--- src/rtl/button_event_if.sv ---
// Button event bus: enable and debounced level in, registered one-cycle event pulses out.
// The pulses have no backpressure: each is valid for exactly one cycle and the consumer must sample it then.
interface button_event_if;
    logic       en;
    logic       level_n;
    logic       press_pulse;
    logic       short_pulse;
    logic       long_pulse;
    logic       repeat_pulse;
    logic       release_pulse;
    logic       held;
    logic [1:0] state_dbg;

    modport master (
        output en,
        output level_n,
        input  press_pulse,
        input  short_pulse,
        input  long_pulse,
        input  repeat_pulse,
        input  release_pulse,
        input  held,
        input  state_dbg
    );

    modport slave (
        input  en,
        input  level_n,
        output press_pulse,
        output short_pulse,
        output long_pulse,
        output repeat_pulse,
        output release_pulse,
        output held,
        output state_dbg
    );
endinterface

--- src/rtl/button_event.sv ---
// Turns a debounced active-low button level into press / short / long / repeat / release pulses.
// All counts are in clock cycles (milliseconds on the 1 kHz tick).
module button_event #(
    parameter int LONG_MS   = 1000,
    parameter int REPEAT_MS = 200
) (
    input  logic          clk_1k,
    input  logic          rst_n,
    button_event_if.slave bus
);
    localparam logic [15:0] LONG_CNT = 16'(LONG_MS);
    localparam logic [15:0] REP_CNT  = 16'(REPEAT_MS);
    localparam logic [15:0] CNT_MAX  = 16'hFFFF;
    localparam bit          REP_ON   = (REPEAT_MS != 0);

    typedef enum logic [1:0] {
        ST_IDLE  = 2'd0,
        ST_PRESS = 2'd1,
        ST_LONG  = 2'd2
    } state_e;

    state_e      state_q, state_d;
    logic [15:0] hold_cnt_q, hold_cnt_d;
    logic [15:0] rep_cnt_q, rep_cnt_d;
    logic        prev_n_q;

    logic        press_q, press_d;
    logic        short_q, short_d;
    logic        long_q, long_d;
    logic        repeat_q, repeat_d;
    logic        release_q, release_d;
    logic        held_q;

    logic        press_edge;
    logic        released;
    logic        long_due;
    logic        repeat_due;

    // prev_n resets low so a button held through reset must be re-pressed to register.
    assign press_edge = prev_n_q & ~bus.level_n;
    assign released   = bus.level_n;
    assign long_due   = (hold_cnt_q == LONG_CNT);
    assign repeat_due = REP_ON && (rep_cnt_q == REP_CNT);

    always_ff @(posedge clk_1k) begin
        if (!rst_n) begin
            state_q    <= ST_IDLE;
            hold_cnt_q <= '0;
            rep_cnt_q  <= '0;
            prev_n_q   <= 1'b0;
            press_q    <= 1'b0;
            short_q    <= 1'b0;
            long_q     <= 1'b0;
            repeat_q   <= 1'b0;
            release_q  <= 1'b0;
            held_q     <= 1'b0;
        end else begin
            state_q    <= state_d;
            hold_cnt_q <= hold_cnt_d;
            rep_cnt_q  <= rep_cnt_d;
            prev_n_q   <= bus.level_n;
            press_q    <= press_d;
            short_q    <= short_d;
            long_q     <= long_d;
            repeat_q   <= repeat_d;
            release_q  <= release_d;
            held_q     <= (state_d != ST_IDLE);
        end
    end

    always_comb begin : next_state
        state_d    = state_q;
        hold_cnt_d = hold_cnt_q;
        rep_cnt_d  = rep_cnt_q;
        if (!bus.en) begin
            state_d    = ST_IDLE;
            hold_cnt_d = '0;
            rep_cnt_d  = '0;
        end else begin
            unique case (state_q)
                ST_IDLE: begin
                    if (press_edge) begin
                        state_d    = ST_PRESS;
                        hold_cnt_d = 16'd1;
                    end
                end
                ST_PRESS: begin
                    // Release is tested first so a release on the threshold edge stays a click.
                    if (released) begin
                        state_d = ST_IDLE;
                    end else if (long_due) begin
                        state_d   = ST_LONG;
                        rep_cnt_d = 16'd1;
                    end else begin
                        hold_cnt_d = hold_cnt_q + 16'd1;
                    end
                end
                ST_LONG: begin
                    if (released) begin
                        state_d = ST_IDLE;
                    end else if (repeat_due) begin
                        rep_cnt_d = 16'd1;
                    end else if (rep_cnt_q != CNT_MAX) begin
                        rep_cnt_d = rep_cnt_q + 16'd1;
                    end
                end
                default: begin
                    state_d = ST_IDLE;
                end
            endcase
        end
    end

    always_comb begin : outputs
        press_d   = 1'b0;
        short_d   = 1'b0;
        long_d    = 1'b0;
        repeat_d  = 1'b0;
        release_d = 1'b0;
        if (bus.en) begin
            unique case (state_q)
                ST_IDLE: begin
                    press_d = press_edge;
                end
                ST_PRESS: begin
                    short_d   = released;
                    release_d = released;
                    long_d    = ~released & long_due;
                end
                ST_LONG: begin
                    release_d = released;
                    repeat_d  = ~released & repeat_due;
                end
                default: begin
                    press_d = 1'b0;
                end
            endcase
        end
    end

    assign bus.press_pulse   = press_q;
    assign bus.short_pulse   = short_q;
    assign bus.long_pulse    = long_q;
    assign bus.repeat_pulse  = repeat_q;
    assign bus.release_pulse = release_q;
    assign bus.held          = held_q;
    assign bus.state_dbg     = state_q;
endmodule

--- src/flat_wrapper.sv ---
// flat-port wrapper written by rule: the top's interface ports become plain ports
module button_event_flat 
#(
    parameter int LONG_MS   = 1000,
    parameter int REPEAT_MS = 200
)
  (clk_1k, rst_n, bus_en, bus_level_n, bus_press_pulse, bus_short_pulse, bus_long_pulse, bus_repeat_pulse, bus_release_pulse, bus_held, bus_state_dbg);
  button_event_if bus_i ();
  input  logic clk_1k;
  input  logic rst_n;
  input wire logic [$bits(bus_i.en)-1:0] bus_en;
  input wire logic [$bits(bus_i.level_n)-1:0] bus_level_n;
  output wire logic [$bits(bus_i.press_pulse)-1:0] bus_press_pulse;
  output wire logic [$bits(bus_i.short_pulse)-1:0] bus_short_pulse;
  output wire logic [$bits(bus_i.long_pulse)-1:0] bus_long_pulse;
  output wire logic [$bits(bus_i.repeat_pulse)-1:0] bus_repeat_pulse;
  output wire logic [$bits(bus_i.release_pulse)-1:0] bus_release_pulse;
  output wire logic [$bits(bus_i.held)-1:0] bus_held;
  output wire logic [$bits(bus_i.state_dbg)-1:0] bus_state_dbg;
  assign bus_i.en = bus_en;
  assign bus_i.level_n = bus_level_n;
  assign bus_press_pulse = bus_i.press_pulse;
  assign bus_short_pulse = bus_i.short_pulse;
  assign bus_long_pulse = bus_i.long_pulse;
  assign bus_repeat_pulse = bus_i.repeat_pulse;
  assign bus_release_pulse = bus_i.release_pulse;
  assign bus_held = bus_i.held;
  assign bus_state_dbg = bus_i.state_dbg;
  button_event #(.LONG_MS(LONG_MS), .REPEAT_MS(REPEAT_MS)) u_core (.clk_1k(clk_1k), .rst_n(rst_n), .bus(bus_i));
endmodule
--- config.mk ---
export PLATFORM = sky130hd
export DESIGN_NAME = button_event_flat
export DESIGN_NICKNAME = d
export VERILOG_FILES = /design/src/rtl/button_event_if.sv /design/src/rtl/button_event.sv /design/src/flat_wrapper.sv
export SDC_FILE = /design/constraint.sdc
export NUM_CORES = 1
export LEC_CHECK = 0
export CORE_ASPECT_RATIO = 0.9
export CORE_MARGIN = 3
export CORE_UTILIZATION = 35
export CTS_BUF_LIST = sky130_fd_sc_hd__clkbuf_8
export DETAILED_ROUTE_END_ITERATION = 12
export PLACE_DENSITY = 0.6
export SLEW_MARGIN = 20
export SYNTH_ARGS = -nofsm -noshare
export SYNTH_HDL_FRONTEND = slang
export SYNTH_SLANG_ARGS = --single-unit
export TNS_END_PERCENT = 50
--- constraint.sdc ---
create_clock -name clk_1k -period 3.09 [get_ports clk_1k]
set_clock_uncertainty 0.1 [all_clocks]
set_input_delay 0.309 -clock clk_1k [delete_from_list [all_inputs] [get_ports clk_1k]]
set_output_delay 0.309 -clock clk_1k [all_outputs]
set_load 0.01 [all_outputs]
==> impl_metrics.json <==
{
  "status": "finished clean",
  "synth_largest_type_area_fraction_pct": 37.90,
  "grt_usage_pct": 16.03,
  "vias_in_the_first_global_route": 1838,
  "setup-violations-final": 0,
  "ioPinCount": 12,
  "count_of_flip_flops_with_a_built_in_enable_after_synthesis": 0,
  "grt_first_pass_wirelength_um": 9004,
  "fin_ws_ns": 0.6001,
  "mapped_area_um2": 2166,
  "final_cell_count_no_fill": 341,
  "synth_seq_cells": 41,
  "yosys-top-cells-count": "sky130_fd_sc_hd__dfxtp_1 (41), sky130_fd_sc_hd__nand2_1 (22), sky130_fd_sc_hd__nor2_1 (22)",
  "finalMaxSlewViolations": 0,
  "io_buffer_count": 11,
  "buffer_count_from_post_cts_setup_fixing": 0,
  "timing.final.crit_share_pct": 80.58,
  "path_clk_slew_ns": 0.08,
  "yosys.cell_count.top_type": "sky130_fd_sc_hd__dfxtp_1",
  "syn-mean-instance-area_um2": 8.493,
  "crit-reg2reg-launch": "u_core.hold_cnt_q[11]$_SDFFE_PN0P_",
  "drc_errors": 0,
  "synthDistinctLibCells": 49,
  "hold_ws_ns": 0.4058,
  "drt_iter0_markers": 128,
  "ys_async_sr_fraction_pct": 0,
  "cp_data_required_time_ns": 3.19,
  "tightestPinTransition_ns": 0.7259,
  "critical_path.endpoint_type": "flip-flop",
  "power_switching_w": 0.0002244,
  "holdCritStartpoint": "u_core.rep_cnt_q[0]$_SDFFE_PN0P_",
  "floorplan.die_area_um2": 7169,
  "hold_buffers": 0,
  "power.sequential.fraction_pct": 57.5,
  "vias_per_cell": 5.680,
  "clkSinkCount": 41,
  "seq_area_frac_synth_pct": 37.90,
  "portion_of_total_power_attributed_to_the_clock_network_pct": 38.4,
  "static_leakage_nw": 0.7738,
  "first_pass_iters": 4,
  "die_x_um": 88.92,
  "timing.critical_path.arrival_ns": 2.59,
  "cts_tree": "done",
  "gr-total-overflow": 0,
  "min-delay-path-class": "reg -> reg",
  "worst_r2r_end": "u_core.rep_cnt_q[13]$_SDFFE_PN0P_",
  "totalNegativeSetupSlack_ns": 0,
  "timing.slew.headroom_pct": 50.97,
  "clock_latency_ns": 0.30,
  "hold_path_end": "u_core.rep_cnt_q[0]$_SDFFE_PN0P_",
  "floorplan.initialDensity_pct": 37.19,
  "clock_tree.buffer_depth": 2,
  "synth_top_flop_cell": "sky130_fd_sc_hd__dfxtp_1",
  "cp_cell_sequence": "or4_4, o41a_4, nor2_1, buf_4, o21ai_0, a32o_1",
  "reg2reg_slack_ns": 0.60,
  "combinationalPowerShare_pct": 4.1,
  "hold_viol_final": 0,
  "fmax_mhz": 401.6,
  "antennaDiodeCount": 0,
  "critical_path_type": "reg -> reg",
  "totalWireLength_um": 5120,
  "grt_setup_unrepaired": "false",
  "place_inst": 333,
  "final_core_util_pct": 42.05,
  "crit_slowest_cell": "sky130_fd_sc_hd__or4_4",
  "synthTopCellsByArea": "sky130_fd_sc_hd__dfxtp_1 (38%), sky130_fd_sc_hd__ha_1 (4.6%), sky130_fd_sc_hd__nand2_1 (3.8%), sky130_fd_sc_hd__nor2_1 (3.8%), sky130_fd_sc_hd__xnor2_1 (3.6%)",
  "max_cap_violations": 0,
  "place_ws_ns": 0.6277,
  "startpoint_type": "flip-flop",
  "ir_drop_v": 0.0002562,
  "timing.final.crit_period_ns": 2.490,
  "post_synth_inst_count": 255,
  "core_region_area_um2": 5823,
  "worst-r2r-cell-count": 6,
  "yosys_warnings": 0,
  "ctsResizeCount": 0,
  "cp_max_fo": 9,
  "synth_fp_nets": 267,
  "antenna_found_initial": 0,
  "synth_top_cell_by_area": "sky130_fd_sc_hd__dfxtp_1",
  "dr_total_vias": 1937,
  "wire_per_inst_um": 15.01,
  "timing.hold.worst_path_depth": 1,
  "synthToLayoutAreaGrowth_pct": 13.06,
  "gpl.final_weighted_congestion": 0.8143,
  "ant_nets": 0,
  "cts-buffers-inserted": 5,
  "n_fill_cell": 587,
  "post_route_cells_drive_above_1_share_pct": 7.749,
  "number_of_h_tree_levels": 2,
  "critical_path.max_stage_delay_ns": 0.55,
  "sw_frac_of_total_pct": 24.28,
  "die_height_um": 80.63,
  "dpl.hpwl_um": 3545,
  "grt_max_degree": 19,
  "design.final.nets": 282,
  "power.density_nw_per_um2": 377.4,
  "floorplan.rows": 26,
  "power_report.internal_total_w": 0.0006996,
  "clockRootBuffer": "sky130_fd_sc_hd__clkbuf_8"
}
cell usage in the layout, fill, tap and decap left out, types with 9 or more instances in the layout:
cell / n
sky130_fd_sc_hd__dfxtp_1: 41
sky130_fd_sc_hd__nand2_1: 22
sky130_fd_sc_hd__nor2_1: 22
sky130_fd_sc_hd__o21ai_0: 15
sky130_fd_sc_hd__nor3_1: 14
sky130_fd_sc_hd__nor4_1: 12
sky130_fd_sc_hd__clkdlybuf4s50_1: 11
sky130_fd_sc_hd__inv_1: 10
sky130_fd_sc_hd__nand3_1: 9
sky130_fd_sc_hd__xnor2_1: 9
sky130_fd_sc_hd__a21oi_1: 9
power groups by stage:
stage | clock (W) | sequential (W) | combinational (W)
after floorplan | 0 | 0.000544 | 0.0000217
after CTS | 0.000363 | 0.000531 | 0.0000380
after global routing | 0.000391 | 0.000532 | 0.0000421
final | 0.000355 | 0.000531 | 0.0000375
after detailed placement | 0 | 0.000544 | 0.0000377
after global placement | 0 | 0.000544 | 0.0000381
kinds of logic after synthesis:
kind of cell | count (synthesis) | synth area share [%]
AOI/OAI and AO/OA | 54 | 17.50
xor gates and xnor gates | 13 | 5.257
adders and majority gates | 8 | 4.622
buffers and inverters | 18 | 3.524
DFF | 41 | 37.90
muxes | 1 | 0.4622
and+or+nand+nor | 120 | 30.73
flip-flops by register name (all words and copies together) (netlist names):
name	cells
u_core.bus.held	1
u_core.bus.long_pulse	1
u_core.bus.press_pulse	1
u_core.bus.release_pulse	1
u_core.bus.repeat_pulse	1
u_core.bus.short_pulse	1
u_core.bus.state_dbg	2
u_core.hold_cnt_q	16
u_core.prev_n_q	1
u_core.rep_cnt_q	16
metal layers:
metal	up-vias	track usage, %	share of wire (%)
met2	57	21.66	42
met4	0	6.647	1.6
met1	889	23.73	51
li1	984	-	-
met3	7	3.897	5.4
met5	-	0	0
how the worst max path moves through the flow:
stage / cells after the start / slack [ns] / end / from
after floorplan: 8 / 0.75 / u_core.hold_cnt_q[10]$_SDFFE_PN0P_ / u_core.bus.state_dbg[0]$_SDFF_PN0_
after global placement: 7 / 0.61 / u_core.hold_cnt_q[10]$_SDFFE_PN0P_ / u_core.bus.state_dbg[0]$_SDFF_PN0_
after detailed placement: 6 / 0.63 / u_core.rep_cnt_q[13]$_SDFFE_PN0P_ / u_core.hold_cnt_q[11]$_SDFFE_PN0P_
after CTS: 6 / 0.60 / u_core.rep_cnt_q[13]$_SDFFE_PN0P_ / u_core.hold_cnt_q[11]$_SDFFE_PN0P_
after global routing: 8 / 0.41 / u_core.hold_cnt_q[15]$_SDFFE_PN0P_ / u_core.bus.state_dbg[1]$_SDFF_PN0_
final: 6 / 0.60 / u_core.rep_cnt_q[13]$_SDFFE_PN0P_ / u_core.hold_cnt_q[11]$_SDFFE_PN0P_
worst max-delay path: cells and delay by family (launching register included):
family,cells,cell delay [ns]
AND/OR/NAND/NOR,2,0.81
flip-flops,1,0.36
buffers and inverters,1,0.22
AO/OA/AOI/OAI,3,0.90
layout make-up:
class	instances	area (um^2)	share of cell area [%]
Timing Repair Buffer	16	147.6	6.030
Inverter	10	37.54	1.533
Clock buffer	5	68.82	2.810
Multi-Input combinational cell	196	1269	51.81
Tap cell	70	87.58	3.577
Clock inverter	3	17.52	0.7154
Sequential cell	41	820.8	33.52
per-stage QoR:
stage	total power (W)	area, um^2
after global routing	0.0009648	2449
after detailed placement	0.0005815	2362
after CTS	0.0009321	2449
final	0.0009240	2449
after global placement	0.0005819	2362
after floorplan	0.0005658	2166
No activity file was read; power rests on OpenSTA's default activity.
